File: src/rtl/xaui_link_pkg.sv
`default_nettype none
// ============================================================================
// Module   : xaui_link_pkg
// Brief    : Shared constants, state encodings and comma detect for XAUI RX.
// Revision : 1.0
// ============================================================================
package xaui_link_pkg;

  localparam int unsigned NUM_LANES      = 4;
  localparam int unsigned BYTES_PER_LANE = 2;
  localparam int unsigned LANE_W         = 8 * BYTES_PER_LANE;

  localparam logic [7:0] K28_5 = 8'hBC;

  typedef logic [2:0] port_state_t;
  localparam port_state_t PORT_RST       = 3'd0;
  localparam port_state_t PORT_WAIT_LOCK = 3'd1;
  localparam port_state_t PORT_ALIGN     = 3'd2;
  localparam port_state_t PORT_DESKEW    = 3'd3;
  localparam port_state_t PORT_UP        = 3'd4;

  typedef logic [0:0] lane_state_t;
  localparam lane_state_t LANE_LOSS = 1'b0;
  localparam lane_state_t LANE_SYNC = 1'b1;

  // A lane carries a comma when any byte is a cleanly decoded K28.5.
  function automatic logic lane_has_comma(
    input logic [LANE_W-1:0]         data,
    input logic [BYTES_PER_LANE-1:0] charisk,
    input logic [BYTES_PER_LANE-1:0] codevalid
  );
    logic hit;
    hit = 1'b0;
    for (int b = 0; b < BYTES_PER_LANE; b++) begin
      if (charisk[b] && codevalid[b] && (data[8*b +: 8] == K28_5)) begin
        hit = 1'b1;
      end
    end
    return hit;
  endfunction

endpackage
`default_nettype wire

File: src/rtl/xaui_rx_link_ctrl_lane_sync.sv
`default_nettype none
// ============================================================================
// Module   : xaui_lane_sync
// Brief    : Per-lane code-group sync state machine with bad/good hysteresis.
// Revision : 1.0
// ============================================================================
module xaui_lane_sync
  import xaui_link_pkg::*;
#(
  parameter int unsigned COMMAS_TO_SYNC = 4,
  parameter int unsigned BAD_TO_LOSE    = 4,
  parameter int unsigned GOOD_RUN       = 4
) (
  input  logic                      clk,
  input  logic                      rst_n,
  input  logic                      clear,
  input  logic [LANE_W-1:0]         data,
  input  logic [BYTES_PER_LANE-1:0] charisk,
  input  logic [BYTES_PER_LANE-1:0] codevalid,
  output logic                      lane_sync
);

  localparam int CNT_W = 8;

  lane_state_t      r_state;
  lane_state_t      w_next_state;
  logic [CNT_W-1:0] r_comma_cnt;
  logic [CNT_W-1:0] r_bad_cnt;
  logic [CNT_W-1:0] r_good_cnt;
  logic [CNT_W-1:0] w_comma_cnt_nxt;
  logic [CNT_W-1:0] w_bad_cnt_nxt;
  logic [CNT_W-1:0] w_good_cnt_nxt;
  logic             w_comma;
  logic             w_bad;

  assign w_comma = lane_has_comma(data, charisk, codevalid);
  assign w_bad   = ~&codevalid;

  always_ff @(posedge clk or negedge rst_n) begin
    if (!rst_n) begin
      r_state     <= LANE_LOSS;
      r_comma_cnt <= '0;
      r_bad_cnt   <= '0;
      r_good_cnt  <= '0;
    end else begin
      r_state     <= w_next_state;
      r_comma_cnt <= w_comma_cnt_nxt;
      r_bad_cnt   <= w_bad_cnt_nxt;
      r_good_cnt  <= w_good_cnt_nxt;
    end
  end

  always_comb begin
    w_next_state    = r_state;
    w_comma_cnt_nxt = r_comma_cnt;
    w_bad_cnt_nxt   = r_bad_cnt;
    w_good_cnt_nxt  = r_good_cnt;
    if (clear) begin
      w_next_state    = LANE_LOSS;
      w_comma_cnt_nxt = '0;
      w_bad_cnt_nxt   = '0;
      w_good_cnt_nxt  = '0;
    end else begin
      case (r_state)
        LANE_LOSS: begin
          w_bad_cnt_nxt  = '0;
          w_good_cnt_nxt = '0;
          // A corrupted cycle wins over a comma in the other byte.
          if (w_bad) begin
            w_comma_cnt_nxt = '0;
          end else if (w_comma) begin
            if (r_comma_cnt == CNT_W'(COMMAS_TO_SYNC - 1)) begin
              w_next_state    = LANE_SYNC;
              w_comma_cnt_nxt = '0;
            end else begin
              w_comma_cnt_nxt = r_comma_cnt + 1'b1;
            end
          end
        end
        LANE_SYNC: begin
          w_comma_cnt_nxt = '0;
          if (w_bad) begin
            w_good_cnt_nxt = '0;
            if (r_bad_cnt == CNT_W'(BAD_TO_LOSE - 1)) begin
              w_next_state  = LANE_LOSS;
              w_bad_cnt_nxt = '0;
            end else begin
              w_bad_cnt_nxt = r_bad_cnt + 1'b1;
            end
          end else if (r_good_cnt == CNT_W'(GOOD_RUN - 1)) begin
            w_good_cnt_nxt = '0;
            if (r_bad_cnt != '0) begin
              w_bad_cnt_nxt = r_bad_cnt - 1'b1;
            end
          end else begin
            w_good_cnt_nxt = r_good_cnt + 1'b1;
          end
        end
        default: begin
          w_next_state    = LANE_LOSS;
          w_comma_cnt_nxt = '0;
          w_bad_cnt_nxt   = '0;
          w_good_cnt_nxt  = '0;
        end
      endcase
    end
  end

  always_comb begin
    lane_sync = (r_state == LANE_SYNC);
  end

endmodule
`default_nettype wire

File: src/rtl/xaui_rx_link_ctrl.sv
`default_nettype none
// ============================================================================
// Module   : xaui_rx_link_ctrl
// Brief    : XAUI receive port bring-up: MGT reset, lane align, deskew, link.
// Revision : 1.0
// ============================================================================
module xaui_rx_link_ctrl
  import xaui_link_pkg::*;
#(
  parameter int unsigned RESET_CYCLES   = 64,
  parameter int unsigned LOCK_TIMEOUT   = 65535,
  parameter int unsigned DESKEW_TIMEOUT = 1023,
  parameter int unsigned COMMAS_TO_SYNC = 4,
  parameter int unsigned BAD_TO_LOSE    = 4,
  parameter int unsigned GOOD_RUN       = 4
) (
  input  logic                                mgt_clk,
  input  logic                                reset_n,
  input  logic [NUM_LANES*LANE_W-1:0]         mgt_rxdata,
  input  logic [NUM_LANES*BYTES_PER_LANE-1:0] mgt_rxcharisk,
  input  logic [NUM_LANES*BYTES_PER_LANE-1:0] mgt_codevalid,
  input  logic [NUM_LANES-1:0]                mgt_rxlock,
  input  logic [NUM_LANES-1:0]                mgt_syncok,
  input  logic [NUM_LANES-1:0]                mgt_rxbufferr,
  output logic [NUM_LANES-1:0]                mgt_rx_reset,
  output logic [NUM_LANES-1:0]                mgt_enable_align,
  output logic                                mgt_enchansync,
  output logic                                link_up,
  output logic [NUM_LANES-1:0]                lane_sync,
  output logic [15:0]                         reinit_count,
  output logic [15:0]                         bufferr_count
);

  localparam int TMR_W = 16;

  port_state_t          r_state;
  port_state_t          w_next_state;
  logic [TMR_W-1:0]     r_tmr;
  logic                 r_link_up;
  logic [15:0]          r_reinit_count;
  logic [15:0]          r_bufferr_count;
  logic [NUM_LANES-1:0] w_lane_sync;
  logic                 w_lane_clear;
  logic                 w_all_lock;
  logic                 w_all_sync;
  logic                 w_all_bond;
  logic                 w_any_bufferr;
  logic                 w_reinit;

  assign w_lane_clear  = (r_state == PORT_RST);
  assign w_all_lock    = &mgt_rxlock;
  assign w_all_sync    = &w_lane_sync;
  assign w_all_bond    = &mgt_syncok;
  assign w_any_bufferr = |mgt_rxbufferr;
  assign w_reinit      = (w_next_state == PORT_RST) && (r_state != PORT_RST);

  for (genvar i = 0; i < NUM_LANES; i++) begin : g_lane
    xaui_lane_sync #(
      .COMMAS_TO_SYNC (COMMAS_TO_SYNC),
      .BAD_TO_LOSE    (BAD_TO_LOSE),
      .GOOD_RUN       (GOOD_RUN)
    ) u_lane_sync (
      .clk       (mgt_clk),
      .rst_n     (reset_n),
      .clear     (w_lane_clear),
      .data      (mgt_rxdata[LANE_W*i +: LANE_W]),
      .charisk   (mgt_rxcharisk[BYTES_PER_LANE*i +: BYTES_PER_LANE]),
      .codevalid (mgt_codevalid[BYTES_PER_LANE*i +: BYTES_PER_LANE]),
      .lane_sync (w_lane_sync[i])
    );
  end

  // Timer restarts on every state change and saturates in untimed states.
  always_ff @(posedge mgt_clk or negedge reset_n) begin
    if (!reset_n) begin
      r_state   <= PORT_RST;
      r_tmr     <= '0;
      r_link_up <= 1'b0;
    end else begin
      r_state   <= w_next_state;
      r_link_up <= (r_state == PORT_UP);
      if (w_next_state != r_state) begin
        r_tmr <= '0;
      end else if (r_tmr != '1) begin
        r_tmr <= r_tmr + 1'b1;
      end
    end
  end

  // Success conditions are tested before timeouts so they win a tie.
  always_comb begin
    w_next_state = r_state;
    case (r_state)
      PORT_RST: begin
        if (r_tmr == TMR_W'(RESET_CYCLES - 1)) w_next_state = PORT_WAIT_LOCK;
      end
      PORT_WAIT_LOCK: begin
        if (w_all_lock)                             w_next_state = PORT_ALIGN;
        else if (r_tmr == TMR_W'(LOCK_TIMEOUT - 1)) w_next_state = PORT_RST;
      end
      PORT_ALIGN: begin
        if (w_all_sync) w_next_state = PORT_DESKEW;
      end
      PORT_DESKEW: begin
        if (w_all_bond && w_all_sync)                 w_next_state = PORT_UP;
        else if (!w_all_sync)                         w_next_state = PORT_ALIGN;
        else if (r_tmr == TMR_W'(DESKEW_TIMEOUT - 1)) w_next_state = PORT_RST;
      end
      PORT_UP: begin
        if (!w_all_sync || w_any_bufferr || !w_all_lock) w_next_state = PORT_RST;
      end
      default: w_next_state = PORT_RST;
    endcase
  end

  always_comb begin
    mgt_rx_reset     = '0;
    mgt_enable_align = '0;
    mgt_enchansync   = 1'b0;
    case (r_state)
      PORT_RST:    mgt_rx_reset = '1;
      PORT_ALIGN:  mgt_enable_align = '1;
      PORT_DESKEW: begin
        mgt_enable_align = '1;
        mgt_enchansync   = 1'b1;
      end
      PORT_UP:     mgt_enchansync = 1'b1;
      default:     mgt_rx_reset = '0;
    endcase
  end

  always_ff @(posedge mgt_clk or negedge reset_n) begin
    if (!reset_n) begin
      r_reinit_count  <= '0;
      r_bufferr_count <= '0;
    end else begin
      if (w_reinit && (r_reinit_count != 16'hFFFF)) begin
        r_reinit_count <= r_reinit_count + 16'd1;
      end
      if (w_any_bufferr && (r_bufferr_count != 16'hFFFF)) begin
        r_bufferr_count <= r_bufferr_count + 16'd1;
      end
    end
  end

  assign link_up       = r_link_up;
  assign lane_sync     = w_lane_sync;
  assign reinit_count  = r_reinit_count;
  assign bufferr_count = r_bufferr_count;

endmodule
`default_nettype wire
File: config.mk
export PLATFORM = sky130hd
export DESIGN_NAME = xaui_rx_link_ctrl
export DESIGN_NICKNAME = d
export VERILOG_FILES = /design/src/rtl/xaui_link_pkg.sv /design/src/rtl/xaui_rx_link_ctrl_lane_sync.sv /design/src/rtl/xaui_rx_link_ctrl.sv
export SDC_FILE = /design/constraint.sdc
export NUM_CORES = 1
export LEC_CHECK = 0
export CORE_MARGIN = 8
export CORE_UTILIZATION = 45
export CTS_CLUSTER_DIAMETER = 50
export DETAILED_ROUTE_END_ITERATION = 8
export MAX_ROUTING_LAYER = met4
export PLACE_DENSITY = 0.69
export SKIP_CTS_REPAIR_TIMING = 1
export SKIP_LAST_GASP = 1
export SYNTH_ARGS = -nofsm -noshare
export SYNTH_HDL_FRONTEND = slang
export SYNTH_SLANG_ARGS = --single-unit
export TNS_END_PERCENT = 5
File: constraint.sdc
create_clock -name mgt_clk -period 3.83 [get_ports mgt_clk]
set_input_delay 1.149 -clock mgt_clk [delete_from_list [all_inputs] [get_ports mgt_clk]]
set_output_delay 1.149 -clock mgt_clk [all_outputs]
set_load 0.02 [all_outputs]
Yosys cells after proc, flatten, opt, wreduce, memory -nomap -nowiden
Cells that the tools add are included.
{"block": "totals", "register_bits": 152, "input_bits": 94, "output_inout_bits": 46, "elab_cells": 243}
{"block": "classes", "add_sub_neg": 19, "n_eq_ne": 43, "muxes": 110, "bitwise_logic": 4, "reduce_logical": 46}
{"operator": "2-to-1 mux 8 bit", "n": 48}
{"operator": "case mux 8 bit (2 select lines)", "n": 12}
{"operator": "adder 8 x 1 -> 8 bit, second input constant", "n": 12}
{"operator": "equality test 8 x 2 -> 1 bit, second input constant", "n": 12}
{"operator": "equality test 8 bit, second input constant", "n": 8}
{"operator": "adder 16 x 1 -> 16 bit, second input constant", "n": 3}
{"operator": "!= test 16 bit, second input constant", "n": 3}
{"operator": "2-to-1 mux 1 bit", "n": 33}
{"operator": "2-to-1 mux 16 bit", "n": 2}
{"operator": "nonzero test 8 bit", "n": 4}
{"operator": "subtractor 8 x 1 -> 8 bit, second input constant", "n": 4}
{"operator": "2-to-1 mux 3 bit", "n": 8}
{"operator": "!= test 4 bit, second input constant", "n": 6}
{"operator": "logical AND 1 bit", "n": 20}
{"operator": "!= test 4 x 3 -> 1 bit, second input constant", "n": 5}
{"operator": "equality test 16 x 10 -> 1 bit, second input constant", "n": 1}
{"operator": "equality test 16 bit, second input constant", "n": 1}
{"operator": "equality test 16 x 6 -> 1 bit, second input constant", "n": 1}
{"operator": "AND reduction 2 bit", "n": 8}
{"operator": "case mux 3 bit (5 select lines)", "n": 1}
{"operator": "AND reduction 4 bit", "n": 3}
{"operator": "2-to-1 mux 4 bit", "n": 2}
{"operator": "case mux 1 bit (2 select lines)", "n": 4}
{"operator": "equality test 3 x 2 -> 1 bit, second input constant", "n": 2}
{"operator": "12 further kinds", "n": 19}

Longest topological paths before layout
Gate-level depths: netlist (run 1).
{"block": "depth", "word_depth": 9, "mapped_depth": 11, "depth_no_buf": 8}

By module
Synthesis (run 1) repeated with hierarchy kept, for this count alone.
{"block": "unflattened", "cells_unflattened": 876, "hier_area_um2": 8459.4}
{"module": "xaui_lane_sync at g_lane[0].u_lane_sync ...", "instances": 3, "cells_each": 153, "area_each_um2": 1421.4, "seq_area_each_um2": 625.6}
{"module": "xaui_rx_link_ctrl", "instances": 1, "cells_each": 265, "area_each_um2": 2740.1, "seq_area_each_um2": 1301.2}
{"module": "xaui_lane_sync at g_lane[1].u_lane_sync", "instances": 1, "cells_each": 152, "area_each_um2": 1455.1, "seq_area_each_um2": 625.6}

Worst setup path after synthesis (run 1)
Ideal clock, no wire load.
{"block": "synth_path", "kind": "input -> register", "startpoint": "in mgt_codevalid[7]", "endpoint": "reg g_lane[3].u_lane_sync.r_comma_cnt[5]", "setup_ns": 0.132, "arrival_time_ns": 2.636, "required_ns": 3.698, "setup_slack_ns": 1.061, "path_stages": 7, "path_buffers": 1, "cell_sequence": "nor4bb_1 -> nor4bb_1 -> a41o_1 -> nor4_1 -> or2_0 -> buf_2 -> o41ai_2"}
{"block": "synth_via", "elab_chain_len": 4, "word_cells_on_any_way": 8, "classes_between": "1 x eq/ne; 4 x mux; 3 x reduce/logical"}
{"element": "start, declared", "line_no": "xaui_rx_link_ctrl.sv:21", "text": "input logic [NUM_LANES*BYTES_PER_LANE-1:0] mgt_codevalid,"}
{"element": "AND reduction 2 bit / logical AND 1 bit (equally long branches)", "line_no": "xaui_rx_link_ctrl_lane_sync.sv:37, xaui_link_pkg.sv:35"}
{"element": "2-to-1 mux 8 bit / logical AND 1 bit (equally long branches)", "line_no": "xaui_rx_link_ctrl_lane_sync.sv:69, xaui_link_pkg.sv:35"}
{"element": "case mux 8 bit (2 select lines) / 2-to-1 mux 1 bit (equally long branches)", "line_no": "xaui_rx_link_ctrl_lane_sync.sv:64, xaui_link_pkg.sv:35"}
{"element": "2-to-1 mux 8 bit / != test 4 x 3 -> 1 bit (equally long branches)"}
{"element": "end signal, assigned", "line_no": "xaui_rx_link_ctrl_lane_sync.sv:47", "text": "r_comma_cnt <= w_comma_cnt_nxt;"}
{"element": "end, declared", "line_no": "xaui_rx_link_ctrl_lane_sync.sv:27", "text": "logic [CNT_W-1:0] r_comma_cnt;"}
Parallel ways exist; a longest one is shown, timed or not.
A chain may end at the register's enable or synchronous reset.

Worst setup path after layout (run 1)
{"block": "layout_path", "startpoint": "reg r_state[1]", "endpoint": "out mgt_rx_reset[1]"}
{"block": "layout_via", "elab_chain_len": 2}
{"element": "start, declared", "line_no": "xaui_rx_link_ctrl.sv:36", "text": "port_state_t r_state;"}
{"element": "start signal, assigned", "line_no": "xaui_rx_link_ctrl.sv:80", "text": "r_state <= w_next_state;"}
{"element": "zero test 3 bit", "line_no": "xaui_rx_link_ctrl.sv:120", "text": "case (r_state)"}
{"element": "2-to-1 mux 4 bit", "line_no": "xaui_rx_link_ctrl.sv:120"}
{"element": "end, declared", "line_no": "xaui_rx_link_ctrl.sv:25", "text": "output logic [NUM_LANES-1:0] mgt_rx_reset,"}
Every way passes these cells.

==> results of run 1 <==
==> registers in the layout, indices dropped and copies added (netlist names) <==
signal / flops
reinit_count: 16
r_state: 3
g_lane.u_lane_sync.r_bad_cnt: 32
bufferr_count: 16
g_lane.u_lane_sync.lane_sync: 4
link_up: 1
g_lane.u_lane_sync.r_comma_cnt: 32
g_lane.u_lane_sync.r_good_cnt: 32
r_tmr: 16
==> per-stage QoR <==
step	cells	area [sq um]	worst slack [ns]	hold slack, ns	total power [uW]
detailed placement	1319	10300	0.288	0.474	2690
CTS	1350	10900	0.275	0.486	4330
global placement	1319	10300	0.399	0.466	2680
finish	1350	10900	0.310	0.484	4280
floorplan	939	8690	1.06	0.439	2330
global route	1350	10900	0.209	0.508	4490
==> power by group through the flow <==
stage                     Clock [uW]  Combinational (uW)  Sequential, uW
final                           1620                 787            1880
after global routing            1730                 870            1900
after CTS                       1660                 801            1870
after detailed placement           0                 797            1900
after global placement             0                 784            1900
after floorplan                    0                 403            1930
==> layout make-up <==
| class | instances | area [sq um] | share of cell area |
|---|---|---|---|
| Timing Repair Buffer | 152 | 1500 | 0.138 |
| Multi-Input combinational cell | 726 | 4580 | 0.421 |
| Tap cell | 265 | 332 | 0.0305 |
| Inverter | 24 | 90.1 | 0.00828 |
| Clock buffer | 24 | 502 | 0.0461 |
| Sequential cell | 152 | 3800 | 0.350 |
| Clock inverter | 7 | 67.6 | 0.00621 |
==> synthesized netlist by cell type (12+ instances only) <==
| cell | count |
|---|---|
| a21oi_1 | 21 |
| a31oi_1 | 14 |
| and3_1 | 36 |
| clkbuf_1 | 15 |
| dfrtp_1 | 152 |
| ha_1 | 24 |
| inv_1 | 23 |
| nand2_1 | 59 |
| nand2b_1 | 12 |
| nand3_1 | 72 |
| nand4_1 | 30 |
| nor2_1 | 107 |
| nor3_1 | 27 |
| o21ai_0 | 62 |
| o31ai_1 | 26 |
| or3_1 | 12 |
| xnor2_1 | 41 |
| xor2_1 | 30 |
==> worst max path at each step <==
| stage | endpoint | slack [ns] | cells past startpoint |
|---|---|---|---|
| after global routing | mgt_rx_reset[0] | 0.21 | 3 |
| after detailed placement | g_lane[0].u_lane_sync.r_comma_cnt[5] | 0.29 | 5 |
| after CTS | mgt_rx_reset[1] | 0.27 | 3 |
| final | mgt_rx_reset[1] | 0.31 | 3 |
| after floorplan | g_lane[3].u_lane_sync.r_comma_cnt[5] | 1.06 | 7 |
| after global placement | g_lane[0].u_lane_sync.r_comma_cnt[5] | 0.40 | 6 |
==> critical path, delay by kind of cell, from the launching register on <==
| family | cells | cell delay (ns) |
|---|---|---|
| flip-flops | 1 | 0.50 |
| AND/OR/NAND/NOR | 1 | 0.45 |
| buffers and inverters | 2 | 0.99 |
==> layer usage <==
layer,vias to the layer above,global-route usage,part of all wire
li1,3727,-,-
met1,3575,0.232,0.47
met2,182,0.282,0.47
met3,26,0.0499,0.051
met4,0,0.0551,0.013
met5,-,-,0
==> kinds of logic (layout without fill, tap and decap cells) <==
logic type,Yosys count,in the layout,share of synthesized area
multiplexers,5,5,0.00648
adder cells (fa/ha/maj),24,24,0.0346
flip-flops,152,152,0.438
XOR/XNOR,71,71,0.0716
buffers and inverters,61,207,0.0356
AO/OA/AOI/OAI,184,184,0.142
AND/OR/NAND/NOR,442,442,0.272
==> impl_metrics.py, run 1 <==
metrics = {
    "run_status": {
        "outcome": "finished clean",
    },
    "yosys": {
        "synthCells": 939,
        "ys_ff_latch": 152,
        "ys_types": 73,
        "synthFlopType": "dfrtp_1",
        "async_reset_ff_frac": 1.00,
        "ys_warn_count": 0,
        "yosysTopAreaCell": "dfrtp_1",
        "synth_area_per_cell_sq_um": 9.26,
        "syn_area_sq_mm": 0.00869,
        "yosysTopAreaCellShare": 0.438,
        "synthTopCellsByArea": "dfrtp_1, nor2_1, nand3_1",
        "syn_nets": 1057,
        "synth_edf_count": 0,
        "ys_seq_area_frac": 0.438,
    },
    "pwr": {
        "leakagePower_uw": 0.00462,
        "p_sw_frac": 0.280,
        "power_frac_comb": 0.184,
        "clock_power_share": 0.378,
        "p_int_uw": 3080,
        "pwr-share-seq": 0.439,
        "ir_drop_v": 0.000435,
        "power.density_mw_per_mm2": 393,
        "p_sw_uw": 1200,
    },
    "sta": {
        "setup_tns_ns": 0,
        "final_max_slew_viol_count": 0,
        "rsz0062_at_grt": "false",
        "finalHoldViolCount": 0,
        "finalClockSkew_ns": 0.0116,
        "final-setup-viol-count": 0,
        "slew_headroom": 0.252,
        "fin_crit_sh": 0.919,
        "worst_slew_pin_slew_ns": 1.11,
        "fin_crit_ns": 3.52,
        "timing.fmax_mhz": 284,
    },
    "cts": {
        "cts_buffers": 17,
        "clockBufferDepth": 2,
        "path_clk_slew_ns": 0.06,
        "cts-htree-levels": 4,
        "clock_latency_ns": 0.43,
        "cts-root-buf": "clkbuf_16",
        "cts_tree": "done",
        "cts.sinks": 152,
    },
    "job": {
        "drv_cap": 0,
    },
    "floorplanning": {
        "ioPinCount": 140,
        "die_y_microns": 155,
        "fp.dieW_microns": 155,
        "core_area_sq_mm": 0.0192,
        "dieArea_sq_mm": 0.0240,
        "rows": 51,
        "floorplan.initialDensity": 0.452,
    },
    "min_path": {
        "hold_start": "g_lane[1].u_lane_sync.r_good_cnt[0]",
        "min_to": "g_lane[1].u_lane_sync.r_good_cnt[0]",
        "hold_depth": 1,
        "min_path_type": "register to register",
    },
    "worst_setup_path": {
        "critPathCaptureType": "output pin",
        "rr_startpoint": "g_lane[1].u_lane_sync.r_bad_cnt[2]",
        "reg2regPathDepth": 6,
        "cp_max_fo": 15,
        "worstReg2RegEnd": "g_lane[1].u_lane_sync.r_bad_cnt[5]",
        "critPathLaunch": "r_state[1]",
        "r2r_slack_ns": 0.96,
        "max_stage_delay_ns": 0.68,
        "worstSetupStartpointType": "register",
        "required_ns": 2.68,
        "slowest_stage": "clkdlybuf4s50_1",
        "critPathKind": "register to output pin",
        "cp.arrival_ns": 2.37,
        "cp_cell_sequence": "or3_1 -> inv_2 -> clkdlybuf4s50_1",
    },
    "drt": {
        "totalWireLength_microns": 20800,
        "via_per_inst": 5.56,
        "first_pass_iters": 5,
        "vias": 7510,
        "drtAntennaViolNets": 0,
        "drt_iter0_drc": 437,
        "wl_per_cell_microns": 15.4,
        "drc": 0,
    },
    "final_layout": {
        "post-route-util": 0.566,
        "layout_common_cells": "dfrtp_1, clkdlybuf4s50_1, nor2_1, nand3_1, o21ai_0",
        "drive_above_1_share": 0.0571,
        "layout_commonest_cell": "dfrtp_1",
        "nets": 1191,
        "fill_cells": 1690,
        "antenna_cells": 0,
        "area_growth_pct": 25.1,
    },
    "place": {
        "gp_congestion": 0.892,
        "portBuffers": 139,
        "hpwl_microns": 15300,
    },
    "global_route": {
        "grt_first_pass_wirelength_microns": 35200,
        "grt-ovfl-total": 0,
        "grt_pass1_vias": 7194,
        "grt_usage": 0.183,
        "grt_start_max_net_pins": 59,
        "antenna_found_initial": 0,
    },
}
No activity file was read; power rests on OpenSTA's default activity.
==> run 2, diff against run 1 <==
- CELL_PAD_IN_SITES_DETAIL_PLACEMENT: not set -> 1
- CELL_PAD_IN_SITES_GLOBAL_PLACEMENT: not set -> 1
- PLACE_DENSITY: 0.69 -> not set
- PLACE_DENSITY_LB_ADDON: not set -> 0.1
- SETUP_SLACK_MARGIN: not set -> 0.15
==> run 2 against run 1 <==
  * Setup slack gained 0.13 ns
  * Via count grew 3.7%
  * Register-to-register slack lost 0.13 ns
  * Clock power is essentially flat
  * Critical endpoint is now mgt_rx_reset[2]
  * Die area is the same
  * Sequential share of layout area shrank 0.052 points
  * Cell count grew 0.37%
  * Clock skew grew 0.0017 ns
  * Total power grew 1.2%
  * Largest power group unchanged
  * Sequential power is essentially flat
  * Fmax grew 3.8%
==> impl_metrics.py, run 2 (synthesized netlist as in run 1, its figures left out) <==
metrics = {
    "pwr": {
        "ir_drop_v": 0.000288,
        "p_sw_frac": 0.294,
        "pwr-share-seq": 0.435,
        "power_frac_comb": 0.189,
        "p_sw_uw": 1280,
        "fin_total_pwr_uw": 4330,
        "leakagePower_uw": 0.00463,
        "clock_power_share": 0.376,
        "p_int_uw": 3060,
        "power.density_mw_per_mm2": 398,
    },
    "worst_setup_path": {
        "critPathKind": "register to output pin",
        "required_ns": 2.68,
        "slowest_stage": "clkdlybuf4s50_1",
        "cp.arrival_ns": 2.24,
        "cp_num_buf_inv": 2,
        "worstSetupStartpointType": "register",
        "max_stage_delay_ns": 0.65,
        "cp_top_family": "buffers and inverters",
        "cp_cell_sequence": "or3_1 -> inv_2 -> clkdlybuf4s50_1",
        "cp_max_fo": 12,
        "critPathCaptureType": "output pin",
    },
    "place": {
        "gp_congestion": 0.863,
        "dp_slack_ns": 0.321,
        "portBuffers": 139,
        "hpwl_microns": 18300,
    },
    "cts": {
        "clockBufferDepth": 2,
        "cts-root-buf": "clkbuf_16",
        "cts_buffers": 17,
        "cts_tree": "done",
        "path_clk_slew_ns": 0.07,
        "cts-htree-levels": 4,
        "clock_latency_ns": 0.43,
        "cts.sinks": 152,
    },
    "global_route": {
        "grt_first_pass_wirelength_microns": 41800,
        "antenna_found_initial": 0,
        "grt_pass1_vias": 8320,
        "grt-ovfl-total": 0,
        "grt_usage": 0.218,
        "grt_start_max_net_pins": 75,
    },
    "drt": {
        "drtAntennaViolNets": 0,
        "vias": 7791,
        "via_per_inst": 5.75,
        "first_pass_iters": 5,
        "drt_iter0_drc": 271,
        "wl_per_cell_microns": 18.5,
        "drc": 0,
        "totalWireLength_microns": 25100,
    },
    "sta": {
        "setup_slack_ns": 0.440,
        "finalHoldViolCount": 0,
        "worst_slew_pin_slew_ns": 1.14,
        "finalClockSkew_ns": 0.0133,
        "final-setup-viol-count": 0,
        "fin_crit_ns": 3.39,
        "rsz0062_at_grt": "false",
        "fin_crit_sh": 0.885,
        "final_max_slew_viol_count": 0,
        "setup_tns_ns": 0,
        "slew_headroom": 0.232,
        "timing.fmax_mhz": 295,
    },
    "final_layout": {
        "nets": 1195,
        "reg_top3": "g_lane.u_lane_sync.r_bad_cnt: 32 flops, g_lane.u_lane_sync.r_comma_cnt: 32 flops, g_lane.u_lane_sync.r_good_cnt: 32 flops",
        "drive_above_1_share": 0.0624,
        "layout_commonest_cell": "dfrtp_1",
        "fill_cells": 2196,
        "antenna_cells": 0,
        "area_growth_pct": 25.3,
        "layout_common_cells": "dfrtp_1, clkdlybuf4s50_1, nor2_1, nand3_1, o21ai_0",
    },
    "job": {
        "drv_cap": 0,
    },
    "floorplanning": {
        "dieArea_sq_mm": 0.0240,
        "floorplan.initialDensity": 0.452,
        "fp.dieW_microns": 155,
        "core_area_sq_mm": 0.0192,
        "rows": 51,
        "die_y_microns": 155,
        "ioPinCount": 140,
    },
    "min_path": {
        "min_path_type": "register to register",
    },
    "run_status": {
        "outcome": "finished clean",
    },
}
==> run 2: changes by cell type in the layout (fill, tap and decap cells not counted), sizes merged <==
cell / delta
clkinv: +2
clkinvlp: +1
clkbuf: -3
buf: +4
inv: +1
==> run 2: path summary, 6_finish.rpt <==
kind | from | endpoint | slack [ns] | depth (start not counted)
setup reg to reg | g_lane[1].u_lane_sync.r_bad_cnt[2] | g_lane[1].u_lane_sync.r_bad_cnt[7] | 0.83 | 6
max in group asynchronous | reset_n | g_lane[0].u_lane_sync.lane_sync | 2.11 | 2
hold reg to reg | g_lane[0].u_lane_sync.r_comma_cnt[7] | g_lane[0].u_lane_sync.r_comma_cnt[7] | 0.49 | 1
setup / recovery | r_state[1] | mgt_rx_reset[2] | 0.44 | 3
hold / removal | g_lane[0].u_lane_sync.r_comma_cnt[7] | g_lane[0].u_lane_sync.r_comma_cnt[7] | 0.49 | 1
min in group asynchronous | reset_n | r_tmr[11] | 0.74 | 1
==> run 2: power by group through the flow <==
stage / Clock [uW] / Sequential [uW] / Combinational (uW)
after floorplan: 0 / 1930 / 403
after global routing: 1720 / 1900 / 897
final: 1630 / 1880 / 820
after global placement: 0 / 1900 / 797
after CTS: 1670 / 1880 / 832
after detailed placement: 0 / 1900 / 823
==> run 2: metal layers <==
layer	GRT usage	routed length, microns	part of all wire	up-vias
li1	-	-	-	3724
met1	0.264	11300	0.45	3877
met2	0.361	12300	0.49	158
met3	0.0499	1020	0.041	32
met4	0.0625	379	0.015	0
met5	-	0	0	-
==> run 2: metrics by stage <==
stage	cells	hold WS, ns	area [sq um]	util
floorplan	939	0.439	8690	-
global placement	1323	0.465	10300	0.537
detailed placement	1323	0.470	10300	0.537
CTS	1355	0.491	10900	0.567
global route	1355	0.521	10900	0.567
finish	1355	0.488	10900	0.567
==> run 2: area by class of cell <==
| class | instances | area [sq um] | area share |
|---|---|---|---|
| Tap cell | 265 | 332 | 0.0304 |
| Clock inverter | 11 | 97.6 | 0.00896 |
| Clock buffer | 21 | 470 | 0.0432 |
| Timing Repair Buffer | 156 | 1520 | 0.140 |
| Sequential cell | 152 | 3800 | 0.349 |
| Inverter | 24 | 90.1 | 0.00827 |
| Multi-Input combinational cell | 726 | 4580 | 0.420 |
==> run 2: worst register-to-register path: cells and delay by family, from the launching register on <==
family	cells	cell delay (ns)
flops	1	0.48
compound gates	3	1.32
simple gates	3	1.09
